===== config.mk =====
export PLATFORM = sky130hd
export DESIGN_NAME = multicycle_ctrl_fsm_v2
export DESIGN_NICKNAME = d
export VERILOG_FILES = /design/src/rtl/multicycle_ctrl_fsm_v2.sv
export SDC_FILE = /design/constraint.sdc
export NUM_CORES = 1
export LEC_CHECK = 0
export ABC_CLOCK_PERIOD_IN_PS = 1730
export BUFFER_PORTS_ARGS = -buffer_cell sky130_fd_sc_hd__buf_2
export CELL_PAD_IN_SITES_DETAIL_PLACEMENT = 2
export CELL_PAD_IN_SITES_GLOBAL_PLACEMENT = 2
export CORE_MARGIN = 10
export CORE_UTILIZATION = 25
export CTS_CLUSTER_DIAMETER = 100
export DETAILED_ROUTE_END_ITERATION = 7
export PLACE_DENSITY = 0.85
export SLEW_MARGIN = 20
export SYNTH_ARGS = -nofsm -noshare
export SYNTH_HDL_FRONTEND = slang
export SYNTH_SLANG_ARGS = --single-unit

===== constraint.sdc =====
create_clock -name CLOCK_50 -period 1.73 [get_ports CLOCK_50]
set_clock_uncertainty 0.1 [all_clocks]
set_input_delay 0.0865 -clock CLOCK_50 [delete_from_list [all_inputs] [get_ports CLOCK_50]]
set_output_delay 0.0865 -clock CLOCK_50 [all_outputs]
set_load 0.03 [all_outputs]

===== src/rtl/multicycle_ctrl_fsm_v2.sv =====
// Multicycle control FSM for the 8-bit accumulator CPU: fetch/decode/execute/writeback
// with MemReady handshake, bus-error timeout, STOP, illegal-opcode flag. Optional macro: STEP_EN.
module multicycle_ctrl_fsm_v2 #(
  parameter int OPW      = 8,
  parameter int ALUOP_W  = 3,
  parameter int ALUB_W   = 3,
  parameter int WAIT_MAX = 15
) (
  input  logic               CLOCK_50,
  input  logic               Reset,
  input  logic [OPW-1:0]     OpCode,
  input  logic               N,
  input  logic               Z,
  input  logic               MemReady,
  input  logic               Step,
  input  logic               StepMode,
  output logic               PCwrite,
  output logic               AddrSel,
  output logic               MemRead,
  output logic               MemWrite,
  output logic               IRload,
  output logic               MDRload,
  output logic               RASel,
  output logic               RFWrite,
  output logic               RegIn,
  output logic               ABLD,
  output logic               ALU_A,
  output logic               FlagWrite,
  output logic               ALUoutLD,
  output logic [ALUB_W-1:0]  ALU_B,
  output logic [ALUOP_W-1:0] ALUop,
  output logic               Halted,
  output logic               BusErr,
  output logic               Illegal,
  output logic [3:0]         StateOut
);

  typedef enum logic [3:0] {
    S_FETCH   = 4'd0,
    S_DECODE  = 4'd1,
    S_EXEC    = 4'd2,
    S_WB      = 4'd3,
    S_ORI_RA  = 4'd4,
    S_ORI_ALU = 4'd5,
    S_HALT    = 4'd7
  } state_t;

  state_t     state, state_next;
  logic [7:0] wait_cnt;
  logic [2:0] b_sel, op_sel;
  logic       fetch_active, mem_access, mem_wait, timeout;

  logic [3:0] ins;
  logic is_add, is_sub, is_nand, is_load, is_store, is_bnz, is_bpz, is_bz;
  logic is_stop, is_ori, is_shift, is_branch, is_illegal;

  assign ins       = OpCode[3:0];
  assign is_add    = (ins == 4'b0100);
  assign is_sub    = (ins == 4'b0110);
  assign is_nand   = (ins == 4'b1000);
  assign is_load   = (ins == 4'b0000);
  assign is_store  = (ins == 4'b0010);
  assign is_bnz    = (ins == 4'b0101);
  assign is_bpz    = (ins == 4'b1001);
  assign is_bz     = (ins == 4'b1010);
  assign is_stop   = (ins == 4'b0001);
  assign is_ori    = (ins[2:0] == 3'b111);
  assign is_shift  = (ins[2:0] == 3'b011);
  assign is_branch = is_bnz | is_bpz | is_bz;
  assign is_illegal = !(is_add | is_sub | is_nand | is_load | is_store | is_branch |
                        is_stop | is_ori | is_shift);

`ifdef STEP_EN
  // Armed by a Step pulse in FETCH; keeps a stalled fetch going until MemReady.
  logic fetch_go;
  assign fetch_active = !StepMode || Step || fetch_go;

  always_ff @(posedge CLOCK_50) begin
    if (Reset) fetch_go <= 1'b0;
    else       fetch_go <= (state == S_FETCH) && fetch_active && !MemReady && !timeout;
  end

  logic unused_ok;
  assign unused_ok = ^OpCode[OPW-1:4];
`else
  assign fetch_active = 1'b1;

  logic unused_ok;
  assign unused_ok = ^{OpCode[OPW-1:4], Step, StepMode};
`endif

  assign mem_access = ((state == S_FETCH) && fetch_active) ||
                      ((state == S_EXEC) && (is_load || is_store));
  assign mem_wait   = mem_access && !MemReady && !Reset;
  // A response arriving on the cycle the count hits WAIT_MAX still completes normally.
  assign timeout    = mem_wait && (wait_cnt == 8'(WAIT_MAX));

  // NOTE: sequential state uses non-blocking (<=) so all registers update from pre-edge values.
  always_ff @(posedge CLOCK_50) begin
    if (Reset) begin
      state    <= S_FETCH;
      wait_cnt <= 8'd0;
    end else begin
      state    <= state_next;
      wait_cnt <= (mem_wait && !timeout) ? wait_cnt + 8'd1 : 8'd0;
    end
  end

  always_ff @(posedge CLOCK_50) begin
    if (Reset) begin
      Halted  <= 1'b0;
      BusErr  <= 1'b0;
      Illegal <= 1'b0;
    end else begin
      if (state_next == S_HALT)                 Halted  <= 1'b1;
      if (timeout)                              BusErr  <= 1'b1;
      if ((state == S_DECODE) && is_illegal)    Illegal <= 1'b1;
    end
  end

  // NOTE: every output gets a default first, so no path through the case can infer a latch.
  always_comb begin
    state_next = state;
    PCwrite    = 1'b0;
    AddrSel    = 1'b0;
    MemRead    = 1'b0;
    MemWrite   = 1'b0;
    IRload     = 1'b0;
    MDRload    = 1'b0;
    RASel      = 1'b0;
    RFWrite    = 1'b0;
    RegIn      = 1'b0;
    ABLD       = 1'b0;
    ALU_A      = 1'b0;
    FlagWrite  = 1'b0;
    ALUoutLD   = 1'b0;
    b_sel      = 3'd0;
    op_sel     = 3'd0;

    if (!Reset) begin
      unique case (state)
        S_FETCH: begin
          if (fetch_active) begin
            AddrSel = 1'b1;
            MemRead = 1'b1;
            if (MemReady) begin
              IRload     = 1'b1;
              PCwrite    = 1'b1;
              b_sel      = 3'd1;
              state_next = S_DECODE;
            end
          end
        end
        S_DECODE: begin
          ABLD = 1'b1;
          if (is_stop)         state_next = S_HALT;
          else if (is_illegal) state_next = S_FETCH;
          else if (is_ori)     state_next = S_ORI_RA;
          else                 state_next = S_EXEC;
        end
        S_EXEC: begin
          if (is_load) begin
            MemRead = 1'b1;
            if (MemReady) begin
              MDRload    = 1'b1;
              state_next = S_WB;
            end
          end else if (is_store) begin
            MemWrite = 1'b1;
            if (MemReady) state_next = S_FETCH;
          end else if (is_branch) begin
            b_sel      = 3'd2;
            PCwrite    = is_bz ? Z : (is_bnz ? !Z : !N);
            state_next = S_FETCH;
          end else if (is_add || is_sub || is_nand || is_shift) begin
            ALU_A      = 1'b1;
            ALUoutLD   = 1'b1;
            FlagWrite  = 1'b1;
            b_sel      = is_shift ? 3'd4 : 3'd0;
            op_sel     = is_sub  ? 3'd1 :
                         is_nand ? 3'd3 :
                         is_shift ? (OpCode[5] ? 3'd4 : 3'd5) : 3'd0;
            state_next = S_WB;
          end else begin
            state_next = S_FETCH;
          end
        end
        S_WB: begin
          RFWrite    = 1'b1;
          RegIn      = is_load;
          state_next = S_FETCH;
        end
        S_ORI_RA: begin
          RASel      = 1'b1;
          ABLD       = 1'b1;
          state_next = S_ORI_ALU;
        end
        S_ORI_ALU: begin
          ALU_A      = 1'b1;
          ALUoutLD   = 1'b1;
          FlagWrite  = 1'b1;
          b_sel      = 3'd3;
          op_sel     = 3'd2;
          state_next = S_WB;
        end
        S_HALT:  state_next = S_HALT;
        default: state_next = S_FETCH;
      endcase

      if (timeout) state_next = S_HALT;
    end
  end

  assign ALU_B    = ALUB_W'(b_sel);
  assign ALUop    = ALUOP_W'(op_sel);
  assign StateOut = state;

endmodule


Yosys cells after proc, flatten, opt, wreduce, memory -nomap -nowiden
Cells that the tools add are included.
{ "word_totals": {"regBits": 15, "input_bits": 15, "out_inout_bits": 26, "elab_cells": 123} }
{ "op_classes": {"addsub": 1, "eq_ne": 18, "n_mux": 67, "n_bitwise": 11, "reduce_logical": 21} }
{ "ops": {"columns": ["op", "n"], "rows": [
  ["$mux W3", 17],
  ["$mux W1", 35],
  ["$eq A4 B3 Y1 const B", 7],
  ["$mux W4", 7],
  ["$pmux W4 S6", 1],
  ["$eq A4 B2 Y1 const B", 3],
  ["$eq A4 B4 Y1 const B", 3],
  ["$or A1 B1 Y1", 10],
  ["$pmux W3 S3", 1],
  ["$add A8 B1 Y8 const B", 1],
  ["$eq A4 B1 Y1 const B", 2],
  ["$eq A8 B4 Y1 const B", 1],
  ["$logic_not A4 Y1", 2],
  ["$logic_and A1 B1 Y1", 6],
  ["$logic_not A1 Y1", 6],
  ["$pmux W1 S2", 3],
  ["$pmux W3 S2", 1],
  ["$logic_or A1 B1 Y1", 5],
  ["$mux W2", 2],
  ["$reduce_or A2 Y1", 2],
  ["$eq A3 B2 Y1 const B", 1],
  ["$eq A3 B3 Y1 const B", 1],
  ["$not A1 Y1", 1]
]} }

Depth between registers and ports, before layout
{ "depth": {"word_depth": 15, "mapped_depth": 6, "depth_no_buf": 6} }

Worst setup path after synthesis
No wires, ideal clock.
{ "synth_path": {"kind": "register to output", "startpoint": "register state[2] (netlist: StateOut[2])", "endpoint": "output ABLD", "t_arrival_ns": 2.146, "required_ns": 1.543, "setup_slack_ns": -0.602, "path_stages_with_launch": 4, "n_path_buf": 0, "cell_sequence": "dfxtp_1 > nand2b_1 > nor4_1 > o21bai_1"} }
{ "synth_via": {"elab_chain_len": 4, "elab_cells_between_ends": 5, "cone_classes": "2 x eq/ne; 2 x mux; 1 x reduce/logical"} }
{ "synth_rtl": {"columns": ["element", "line_no", "rtl"], "rows": [
  ["start, declared", "48", "state_t state, state_next;"],
  ["start signal, assigned", "104", "state <= state_next;"],
  ["$eq A4 B1 Y1 or $eq A4 B3 Y1 (tied branches)", "141", "unique case (state)"],
  ["$reduce_or A2 Y1 (no source line) (*)", null, null],
  ["$mux W1 (*)", "141", null],
  ["$mux W1 (*)", "140", "if (!Reset) begin"],
  ["end, declared", "26", "output logic ABLD,"]
]} }
Mark *: on every way between the ends. The rest lies on a longest branch, timed or not.

Final worst setup path
{ "layout_path": {"startpoint": "register state[3] (netlist: StateOut[3])", "endpoint": "output PCwrite"} }
{ "layout_via": {"elab_chain_len": 3, "elab_cells_between_ends": 4, "cone_classes": "1 x eq/ne; 2 x mux; 1 x reduce/logical"} }
{ "layout_rtl": {"columns": ["element", "line_no", "rtl"], "rows": [
  ["$eq A4 B2 Y1 or $logic_not A4 Y1 (tied branches)", "141", null],
  ["$pmux W1 S2 (*)", "141", null],
  ["$mux W1 (*)", "140", null],
  ["end, declared", "17", "output logic PCwrite,"]
]} }
Marked as above.

==> impl_metrics.json <==
{
  "via_per_inst": 5.308,
  "clkPwrFrac": 0.342,
  "slowest_delay_ns": 0.43,
  "drc": 0,
  "placed_area_sq_mm": 0.001435,
  "chipHeight_microns": 85.80,
  "cp-end-kind": "primary output",
  "ys_seq_area_frac": 0.2775,
  "p_sw_frac": 0.2975,
  "holdWs_ns": 0.2092,
  "detail-route-antenna-nets": 0,
  "power.density_mw_per_mm2": 490.1,
  "grt_pass1_wl_microns": 7886,
  "run_status": "complete, but fails checks",
  "synth_fp_nets": 167,
  "vdd_drop_max_v": 0.0004224,
  "clk_latency_ns": 0.25,
  "period_needed_ns": 1.743,
  "synth_top_area_cell": "dfxtp_1",
  "yosys.cell_types.count": 40,
  "leakage_nw": 0.7304,
  "grt_setup_unrepaired": "true",
  "grt_max_degree": 13,
  "slew_violations": 0,
  "synth_top_area_frac": 0.2775,
  "crit_path_start": "StateOut[3]",
  "worst_slew_pin_slew_ns": 0.5255,
  "drtPass1Iterations": 4,
  "syn_area_per_cell_sq_um": 7.167,
  "clock-sinks": 15,
  "cp_cell_sequence": "or3_4, buf_4, nor3_4, buf_6",
  "start_util": 0.2648,
  "antenna_found_initial": 0,
  "p_int_mw": 0.5816,
  "initialDrtViolationCount": 49,
  "root_buffer": "clkbuf_8",
  "gp_congestion": 0.8617,
  "dr_total_vias": 1327,
  "dp_hpwl_microns": 3472,
  "switchingPower_mw": 0.2462,
  "startpoint_type": "flop",
  "cts_tree": "yes",
  "grt_pass1_vias": 1511,
  "avgRoutedWirePerCell_microns": 19.46,
  "routed_wl_microns": 4864,
  "htreeDepth": 1,
  "relSlewSlack": 0.6465,
  "worstSetupPathType": "flop to primary output",
  "maxCapViolations": 0,
  "comb_power_share": 0.229,
  "clockBufferDepth": 2,
  "syn_inst": 151,
  "timing.fmax_ghz": 0.5736,
  "yosysWarnings": 0,
  "critical_path_peak_fanout": 6,
  "io_buffers": 35,
  "syn_area_sq_mm": 0.001082,
  "fin_crit_sh": 1.008,
  "die_area_sq_mm": 0.007361,
  "grt_usage": 0.1287,
  "layout_setup_ws_ns": -0.01334,
  "r2r-start": "StateOut[2]",
  "rows": 23,
  "seq_power_share": 0.428,
  "grt_overflow": 0,
  "core_area_sq_mm": 0.004086,
  "hp-start": "Reset",
  "drive_above_1_share": 0.4500,
  "tns_ns": -0.02537,
  "mostFrequentLayoutCells": "buf_2, nor2_1, buf_4",
  "syn_to_final_growth_pct": 56.07,
  "dieWidth_microns": 85.80,
  "critPathRequiredTime_ns": 1.54,
  "slowest_stage": "or3_4",
  "mostFrequentLayoutCell": "buf_2",
  "violations": "setup timing",
  "ios": 41,
  "worstPathArrival_ns": 1.56,
  "finalPower_mw": 0.8278,
  "ys_ff_latch": 15,
  "finalNetCount": 217,
  "netlist_top_cells_area": "dfxtp_1, nor2_1, nand2b_1, a21oi_1, nand2_1",
  "setup_viol": 3,
  "finalHoldViolCount": 0,
  "num_antenna_cells": 0,
  "finalInstanceArea_sq_mm": 0.001689,
  "hp-class": "input port to flop",
  "cts.clk_slew.worst_paths_ns": 0.06,
  "cts_buffers": 3
}
## flip-flops by register name, summed over array words and instances, names as in the netlist
| name | cells |
|---|---|
| BusErr | 1 |
| Halted | 1 |
| wait_cnt | 8 |
| Illegal | 1 |
| StateOut | 4 |
## cell usage after synthesis
cell       instances
xnor2_1            3
o32ai_1            3
or2_4              1
o221ai_1           1
a221oi_1           1
nor3_1             6
o22ai_2            1
o21ai_0            5
nor4_1             4
nor2_1            23
ha_1               1
o31a_1             1
buf_4              3
nand4_1            1
o2111ai_2          1
nand2b_1          10
and3_1             2
or3_1              3
a21o_1             3
inv_2              2
nor2b_4            1
a21oi_1           10
o21a_1             3
nand3_1            5
o2111ai_1          1
nor3_2             2
conb_1             1
nor2_2             1
xor2_1             3
and2_1             2
nand2_1           12
buf_2              3
inv_1              4
a31oi_1            1
dfxtp_1           15
nor2b_1            2
and3b_1            1
clkbuf_1           3
o21ai_1            5
o21bai_1           1
## final timing paths
kind,end,slack [ns],depth (start not counted)
hold reg to reg,wait_cnt[0],0.35,1
setup reg to reg,Halted,0.13,6
setup / recovery,PCwrite,-0.01,4
hold / removal,Halted,0.21,3
## power by group through the flow
| stage | logic [mW] | registers, mW | clock network, mW |
|---|---|---|---|
| 6_report | 0.190 | 0.354 | 0.283 |
| 2_1_floorplan | 0.108 | 0.367 | 0 |
| 5_1_grt | 0.206 | 0.355 | 0.316 |
| 3_5_place_dp | 0.167 | 0.364 | 0 |
| 3_3_place_gp | 0.159 | 0.364 | 0 |
| 4_1_cts | 0.178 | 0.355 | 0.291 |
## cell type report
| cell class | count | area (sq um) |
|---|---|---|
| fillers | 483 | 2397 |
| well taps | 50 | 62.56 |
| multi-input cells | 121 | 859.6 |
| clock buffers | 4 | 45.04 |
| repair buffers | 54 | 386.6 |
| inverters | 6 | 22.52 |
| flip-flops and latches | 15 | 312.8 |
## layer usage
layer | GRT usage | wire [microns] | part of all wire
met5 | 0 | 0 | 0
met4 | 0.03593 | 111 | 0.023
met3 | 0.02933 | 214 | 0.044
met2 | 0.2411 | 2564 | 0.53
met1 | 0.1395 | 1972 | 0.41
## stage by stage
| step | utilization | setup slack (ns) | instances |
|---|---|---|---|
| after floorplan | - | 0.01107 | 151 |
| after global placement | 0.3512 | 0.1476 | 236 |
| after detailed placement | 0.3512 | 0.06431 | 236 |
| after CTS | 0.3925 | 0.0009195 | 246 |
| after global routing | 0.4134 | -0.07495 | 250 |
| final | 0.4134 | -0.01334 | 250 |
## kinds of logic (layout without fill, tap and decap cells)
| logic type | Yosys count | count (layout) | synth area share |
|---|---|---|---|
| xor gates and xnor gates | 6 | 6 | 0.04856 |
| other | 1 | 1 | 0.003465 |
| and+or+nand+nor | 76 | 76 | 0.3642 |
| AOI/OAI and AO/OA | 37 | 37 | 0.2289 |
| buffers and inverters | 15 | 64 | 0.06589 |
| DFF | 15 | 15 | 0.2775 |
| adders and majority gates | 1 | 1 | 0.01156 |
## what timing repair did
| item | in CTS | in global routing |
|---|---|---|
| pin swaps | 5 | 4 |
| setup buffers | 6 | 4 |
| hold buffers | 0 | 0 |
| endpoints found under the setup margin | 13 | 17 |
| gates resized for setup | 21 | 15 |
## critical path: cells and delay by family, from the launching register on
kind,cells,cell delay (ns)
flops,1,0.38
buf+inv,2,0.32
simple gates,2,0.61
(Power assumes the default switching activity.)
